===== src/rtl/button_event_arbiter_if.sv =====
// Event handshake between the button arbiter and its consumer.
//   evt_valid : an event is presented on evt_id / evt_long
//   evt_ready : consumer accepts the presented event this cycle
//   evt_id    : index of the button the event belongs to
//   evt_long  : 1 = long press, 0 = short press
//   evt_drop  : sticky per-button flag, a release event was lost
// master = arbiter side, slave = consumer side.
interface button_event_arbiter_if #(
  parameter int NUM_BTNS = 4
);
  localparam int ID_W = $clog2(NUM_BTNS);

  logic                evt_valid;
  logic                evt_ready;
  logic [ID_W-1:0]     evt_id;
  logic                evt_long;
  logic [NUM_BTNS-1:0] evt_drop;

  modport master (
    output evt_valid,
    output evt_id,
    output evt_long,
    output evt_drop,
    input  evt_ready
  );

  modport slave (
    input  evt_valid,
    input  evt_id,
    input  evt_long,
    input  evt_drop,
    output evt_ready
  );
endinterface


===== src/rtl/button_event_arbiter.sv =====
// Button event arbiter.
// Times each debounced press, classifies it as short or long on release,
// keeps one pending event per button and hands the events out one at a
// time through a valid/ready slot, choosing among pending buttons in
// round-robin order.
// Ports:
//   clk       : system clock, all logic on posedge
//   reset     : asynchronous active-high, clears all state
//   btn_level : debounced button levels (1 = pressed), synchronous to clk
//   evt       : event handshake (valid/ready/id/long/drop), master side
module button_event_arbiter #(
  parameter int NUM_BTNS    = 4,
  parameter int LONG_CYCLES = 8
) (
  input  logic                 clk,
  input  logic                 reset,
  input  logic [NUM_BTNS-1:0]  btn_level,
  button_event_arbiter_if.master evt
);

  localparam int ID_W  = $clog2(NUM_BTNS);
  localparam int CNT_W = $clog2(LONG_CYCLES + 1);

  localparam logic [0:0] ST_IDLE = 1'b0;
  localparam logic [0:0] ST_HELD = 1'b1;

  localparam logic [CNT_W-1:0] CNT_MAX  = CNT_W'(LONG_CYCLES);
  localparam logic [ID_W-1:0]  LAST_IDX = ID_W'(NUM_BTNS - 1);

  logic [NUM_BTNS-1:0] release_w;    // release edge sampled this cycle
  logic [NUM_BTNS-1:0] rel_long_w;   // hold length of that release is long

  logic [NUM_BTNS-1:0] pending_reg;
  logic [NUM_BTNS-1:0] pend_long_reg;
  logic [NUM_BTNS-1:0] drop_reg;
  logic [ID_W-1:0]     rr_ptr_reg;

  logic                valid_reg;
  logic [ID_W-1:0]     id_reg;
  logic                long_reg;

  // ---------------------------------------------------------------------
  // Per-button hold timer. btn_prev_reg doubles as the IDLE/HELD state.
  // The counter equals the number of consecutive edges that sampled 1,
  // saturating at LONG_CYCLES so the long test is a single compare.
  // ---------------------------------------------------------------------
  genvar gi;
  generate
    for (gi = 0; gi < NUM_BTNS; gi++) begin : g_btn
      logic [0:0]       btn_prev_reg;
      logic [CNT_W-1:0] hold_cnt_reg;

      assign release_w[gi]  = (btn_prev_reg == ST_HELD) && !btn_level[gi];
      assign rel_long_w[gi] = (hold_cnt_reg >= CNT_MAX);

      always_ff @(posedge clk or posedge reset) begin
        if (reset) begin
          btn_prev_reg <= ST_IDLE;
          hold_cnt_reg <= '0;
        end else begin
          case (btn_prev_reg)
            ST_IDLE: begin
              if (btn_level[gi]) begin
                btn_prev_reg <= ST_HELD;
                hold_cnt_reg <= CNT_W'(1);
              end
            end
            default: begin
              if (btn_level[gi]) begin
                if (hold_cnt_reg != CNT_MAX) begin
                  hold_cnt_reg <= hold_cnt_reg + CNT_W'(1);
                end
              end else begin
                btn_prev_reg <= ST_IDLE;
                hold_cnt_reg <= '0;
              end
            end
          endcase
        end
      end
    end
  endgenerate

  // ---------------------------------------------------------------------
  // Round-robin grant: first pending index at or after rr_ptr, wrapping.
  // The slot is free when empty or being consumed this cycle, which lets
  // a new event load on the same edge the old one is accepted.
  // ---------------------------------------------------------------------
  logic                slot_free_w;
  logic                grant_vld_w;
  logic [ID_W-1:0]     grant_idx_w;
  logic [NUM_BTNS-1:0] grant_oh_w;

  assign slot_free_w = !valid_reg || evt.evt_ready;

  always_comb begin
    int idx;
    idx         = 0;
    grant_vld_w = 1'b0;
    grant_idx_w = '0;
    for (int k = 0; k < NUM_BTNS; k++) begin
      idx = int'(rr_ptr_reg) + k;
      if (idx >= NUM_BTNS) begin
        idx = idx - NUM_BTNS;
      end
      if (!grant_vld_w && pending_reg[idx]) begin
        grant_vld_w = 1'b1;
        grant_idx_w = ID_W'(idx);
      end
    end
  end

  always_comb begin
    grant_oh_w = '0;
    if (grant_vld_w && slot_free_w) begin
      grant_oh_w[grant_idx_w] = 1'b1;
    end
  end

  // ---------------------------------------------------------------------
  // Pending store. A release while the button's previous event is still
  // waiting (and not leaving this edge) is lost and flagged; a release on
  // the same edge the old event is granted simply replaces it.
  // ---------------------------------------------------------------------
  always_ff @(posedge clk or posedge reset) begin
    if (reset) begin
      pending_reg   <= '0;
      pend_long_reg <= '0;
      drop_reg      <= '0;
    end else begin
      for (int i = 0; i < NUM_BTNS; i++) begin
        if (release_w[i]) begin
          if (pending_reg[i] && !grant_oh_w[i]) begin
            drop_reg[i] <= 1'b1;
          end else begin
            pending_reg[i]   <= 1'b1;
            pend_long_reg[i] <= rel_long_w[i];
          end
        end else if (grant_oh_w[i]) begin
          pending_reg[i] <= 1'b0;
        end
      end
    end
  end

  // ---------------------------------------------------------------------
  // Output slot. id/long only change when the slot reloads, so they stay
  // stable while the consumer stalls.
  // ---------------------------------------------------------------------
  always_ff @(posedge clk or posedge reset) begin
    if (reset) begin
      valid_reg  <= 1'b0;
      id_reg     <= '0;
      long_reg   <= 1'b0;
      rr_ptr_reg <= '0;
    end else if (slot_free_w) begin
      if (grant_vld_w) begin
        valid_reg  <= 1'b1;
        id_reg     <= grant_idx_w;
        long_reg   <= pend_long_reg[grant_idx_w];
        rr_ptr_reg <= (grant_idx_w == LAST_IDX) ? '0 : grant_idx_w + ID_W'(1);
      end else begin
        valid_reg  <= 1'b0;
      end
    end
  end

  assign evt.evt_valid = valid_reg;
  assign evt.evt_id    = id_reg;
  assign evt.evt_long  = long_reg;
  assign evt.evt_drop  = drop_reg;

endmodule


===== src/flat_wrapper.sv =====
// flat-port wrapper written by rule: the top's interface ports become plain ports
module button_event_arbiter_flat 
#(
  parameter int NUM_BTNS    = 4,
  parameter int LONG_CYCLES = 8
)
  (clk, reset, btn_level, evt_evt_valid, evt_evt_id, evt_evt_long, evt_evt_drop, evt_evt_ready);
  button_event_arbiter_if #(.NUM_BTNS(NUM_BTNS)) evt_i ();
  input  logic clk;
  input  logic reset;
  input  logic [NUM_BTNS-1:0] btn_level;
  output wire logic [$bits(evt_i.evt_valid)-1:0] evt_evt_valid;
  output wire logic [$bits(evt_i.evt_id)-1:0] evt_evt_id;
  output wire logic [$bits(evt_i.evt_long)-1:0] evt_evt_long;
  output wire logic [$bits(evt_i.evt_drop)-1:0] evt_evt_drop;
  input wire logic [$bits(evt_i.evt_ready)-1:0] evt_evt_ready;
  assign evt_evt_valid = evt_i.evt_valid;
  assign evt_evt_id = evt_i.evt_id;
  assign evt_evt_long = evt_i.evt_long;
  assign evt_evt_drop = evt_i.evt_drop;
  assign evt_i.evt_ready = evt_evt_ready;
  button_event_arbiter #(.NUM_BTNS(NUM_BTNS), .LONG_CYCLES(LONG_CYCLES)) u_core (.clk(clk), .reset(reset), .btn_level(btn_level), .evt(evt_i));
endmodule

===== config.mk =====
export PLATFORM = sky130hd
export DESIGN_NAME = button_event_arbiter_flat
export DESIGN_NICKNAME = d
export VERILOG_FILES = /design/src/rtl/button_event_arbiter_if.sv /design/src/rtl/button_event_arbiter.sv /design/src/flat_wrapper.sv
export SDC_FILE = /design/constraint.sdc
export NUM_CORES = 1
export LEC_CHECK = 0
export BUFFER_PORTS_ARGS = -buffer_cell sky130_fd_sc_hd__buf_2
export CAP_MARGIN = 10
export CORE_UTILIZATION = 45
export DETAILED_ROUTE_END_ITERATION = 8
export GPL_TIMING_DRIVEN = 0
export SLEW_MARGIN = 20
export SYNTH_ARGS = -nofsm -noshare
export SYNTH_HDL_FRONTEND = slang
export SYNTH_SLANG_ARGS = --single-unit

===== constraint.sdc =====
create_clock -name clk -period 5.6 [get_ports clk]
set_input_delay 1.12 -clock clk [delete_from_list [all_inputs] [get_ports clk]]
set_output_delay 1.12 -clock clk [all_outputs]
set_load 0.03 [all_outputs]

==> flow_summary.ini <==
[global_route]
grt_start_max_net_pins = 34
grt_pass1_wl_um = 6009
track_usage = 0.1746
grt_overflow = 0
antenna_found_initial = 0
grt_pass1_vias = 1436

[place]
place.gp.congestion = 0.8858
dp.cells = 269
place_ws_ps = 3225
post-dp-hpwl_um = 2542
port_buffers = 14
placed_cell_area_um2 = 2155

[cells_and_area]
nets = 245
largest_reg_flops = 16
drive_above_1_share = 0.1718
final_cells = 277
area_delta_synth_final_pct = 13.06
final_area_um2 = 2263
diodes = 0

[worst_setup_path]
cp_max_fo = 6
cp-endpoint = u_core.pend_long_reg[1]$_DFFE_PP0P_
worstPathCellList = and2b_2 > nor4_2 > nor2_2 > inv_1 > ha_1 > inv_1 > o21ai_0 > nand3b_1 > mux2_2
r2r-end = u_core.pend_long_reg[1]$_DFFE_PP0P_
rrSetupSlack_ps = 3270
critPathCaptureType = flip-flop
reg2reg_depth = 9
cp.arrival_ps = 2500
crit_type = flip-flop to flip-flop
crit_path_top_delay_cell = dfrtp_1
required_ps = 5770
crit_path_max_incr_delay_ps = 480
cp_common_cell = inv_1
worstReg2RegStart = u_core.pending_reg[1]$_DFFE_PP0P_
crit_path_start = u_core.pending_reg[1]$_DFFE_PP0P_
worst_setup_path_start_kind = flip-flop

[pwr]
pwr_density_cell_nw_per_um2 = 383.8
irDropWorstVdd_uv = 184.3
leakagePower_nw = 1.053

[floorplan]
dieHeight_um = 68.70
die_x_um = 68.70
core_area_um2 = 4144
start_util = 0.4831
rows = 23
io_pins = 15
die_area_um2 = 4720

[timing]
rsz0062_at_grt = no
tns_ps = 0
max_freq_ghz = 0.4296
setup-violations-final = 0
tightest_slew_ps = 399.9
period_share = 0.4156
relSlewSlack = 0.7312
fin_skew_ps = 9.239
finalHoldViolations = 0
min_period_ps = 2328
finalMaxSlewViolations = 0
setup_ws_ps = 3272

[synth]
netlist.top_cell.by_area = dfrtp_1
synth_cells = 204
ys_types = 37
yosysMostFrequentCell = dfrtp_1
seq_area_frac_synth = 0.4750
ys_warn_count = 0
yosys-top-cells-count = 38 x dfrtp_1, 29 x o21ai_0, 22 x inv_1
synth_seq_cells = 38
synth_edf_count = 0
syn_nets = 223
ys_top_cells_by_area = dfrtp_1 48%, ha_1 7.5%, o21ai_0 7.3%, inv_1 4.1%, nand2_1 3.4%
synth_top_area_frac = 0.4750
synth_area_um2 = 2002
async_flop_share = 1.000
syn_avg_cell_area_um2 = 9.813
synthFlopType = dfrtp_1

[clock_tree]
post_cts.repair.setup_buffers = 0
cts_buffer_depth = 2
cts_tree = yes
root_buffer = clkbuf_8
cts.htree.levels = 2
cts_buffers = 5
ctsHoldBuffers = 0
clock_latency_ps = 290
clk_pin_slew_ps = 80
post_cts_resized = 0
cts.sinks = 38

[route]
viasPerCell = 5.401
routed_wl_um = 3408
dr_total_vias = 1496
drtPass1Iterations = 4
antenna_left = 0
drtIter0Drc = 85
drc = 0
post_drt_wl_per_cell_um = 12.30

[flow_run]
maxCapViolations = 0

[hold_path]
hold_class = flip-flop to flip-flop
hp-start = u_core.evt.evt_drop[1]$_DFFE_PP0P_

[run_status]
status = finished, final reports clean
[stage by stage]
| stage | utilization | power [W] | hold slack (ps) |
|---|---|---|---|
| floorplan | - | 0.0005781 | 463.0 |
| global placement | 0.5151 | 0.0006365 | 447.3 |
| detailed placement | 0.5199 | 0.0006489 | 457.0 |
| CTS | 0.5462 | 0.0008819 | 478.6 |
| global route | 0.5462 | 0.0009345 | 503.0 |
| finish | 0.5462 | 0.0008686 | 473.6 |
[worst max-delay path, delay by kind of cell, from the launching register on]
kind                       cells  cell delay, ps
AOI/OAI and AO/OA              1             340
adders and majority gates      1             140
buffers and inverters          2             140
DFF                            1             480
muxes                          1             280
and+or+nand+nor                4             840
[power by group]
group          internal (W)  total [W]  switching (W)
registers          0.000313   0.000368      0.0000549
clock network      0.000131   0.000227      0.0000954
logic              0.000116   0.000274       0.000158
total              0.000560   0.000869       0.000308
[area by class of cell]
class                           instances  area, um2
Sequential cell                        38      950.9
Tap cell                               50      62.56
Fill cell                             385       1881
Buffer                                  2      15.01
Timing Repair Buffer                   15      90.09
Inverter                               22      82.58
Clock buffer                            5      68.82
Multi-Input combinational cell        142      953.4
Clock inverter                          3      40.04
[cells in the final DEF, fill, tap and decap left out, types with 2 or more instances in the layout]
cell type and n:
inv_1 21, buf_2 14, clkinv_2 2, a211oi_1 3
nor2b_1 4, nand2_1 18, nor2_1 10, o21bai_1 2
clkbuf_8 5, dfrtp_1 38, nand3_1 7, nand3b_1 3
nand4_1 2, nor3_1 3, o21ai_0 29, a21o_1 3
mux2_2 5, mux2i_1 3, ha_1 12, nand2b_1 8
a21oi_1 7, a21boi_0 2, o31ai_1 6
[layer usage]
layer  up-vias  wire length, um  global-route usage
li1        750                -                   -
met1       718             1615              0.2019
met2        21             1628              0.2966
met3         7              104             0.05099
met4         0               60             0.08163
met5         -                0                   0
[worst min-delay path by stage]
| stage | to | depth (start not counted) | slack (ps) |
|---|---|---|---|
| after floorplan | u_core.g_btn[0].hold_cnt_reg[3]$_DFFE_PP0P_ | 1 | 460 |
| after global placement | u_core.evt.evt_drop[0]$_DFFE_PP0P_ | 2 | 450 |
| after detailed placement | u_core.evt.evt_drop[1]$_DFFE_PP0P_ | 2 | 460 |
| after CTS | u_core.evt.evt_id[1]$_DFFE_PP0P_ | 1 | 480 |
| after global routing | u_core.evt.evt_drop[3]$_DFFE_PP0P_ | 1 | 500 |
| final | u_core.evt.evt_drop[1]$_DFFE_PP0P_ | 2 | 470 |
[cells by family (layout without fill, tap and decap cells)]
family / count (synthesis) / after routing / synth area share
simple gates: 63 / 63 / 0.1737
compound gates: 58 / 58 / 0.1800
flops: 38 / 38 / 0.4750
buf+inv: 24 / 47 / 0.04875
fa+ha+maj: 12 / 12 / 0.07500
mux: 8 / 8 / 0.04312
xor+xnor: 1 / 1 / 0.004376
(Power assumes the default switching activity.)
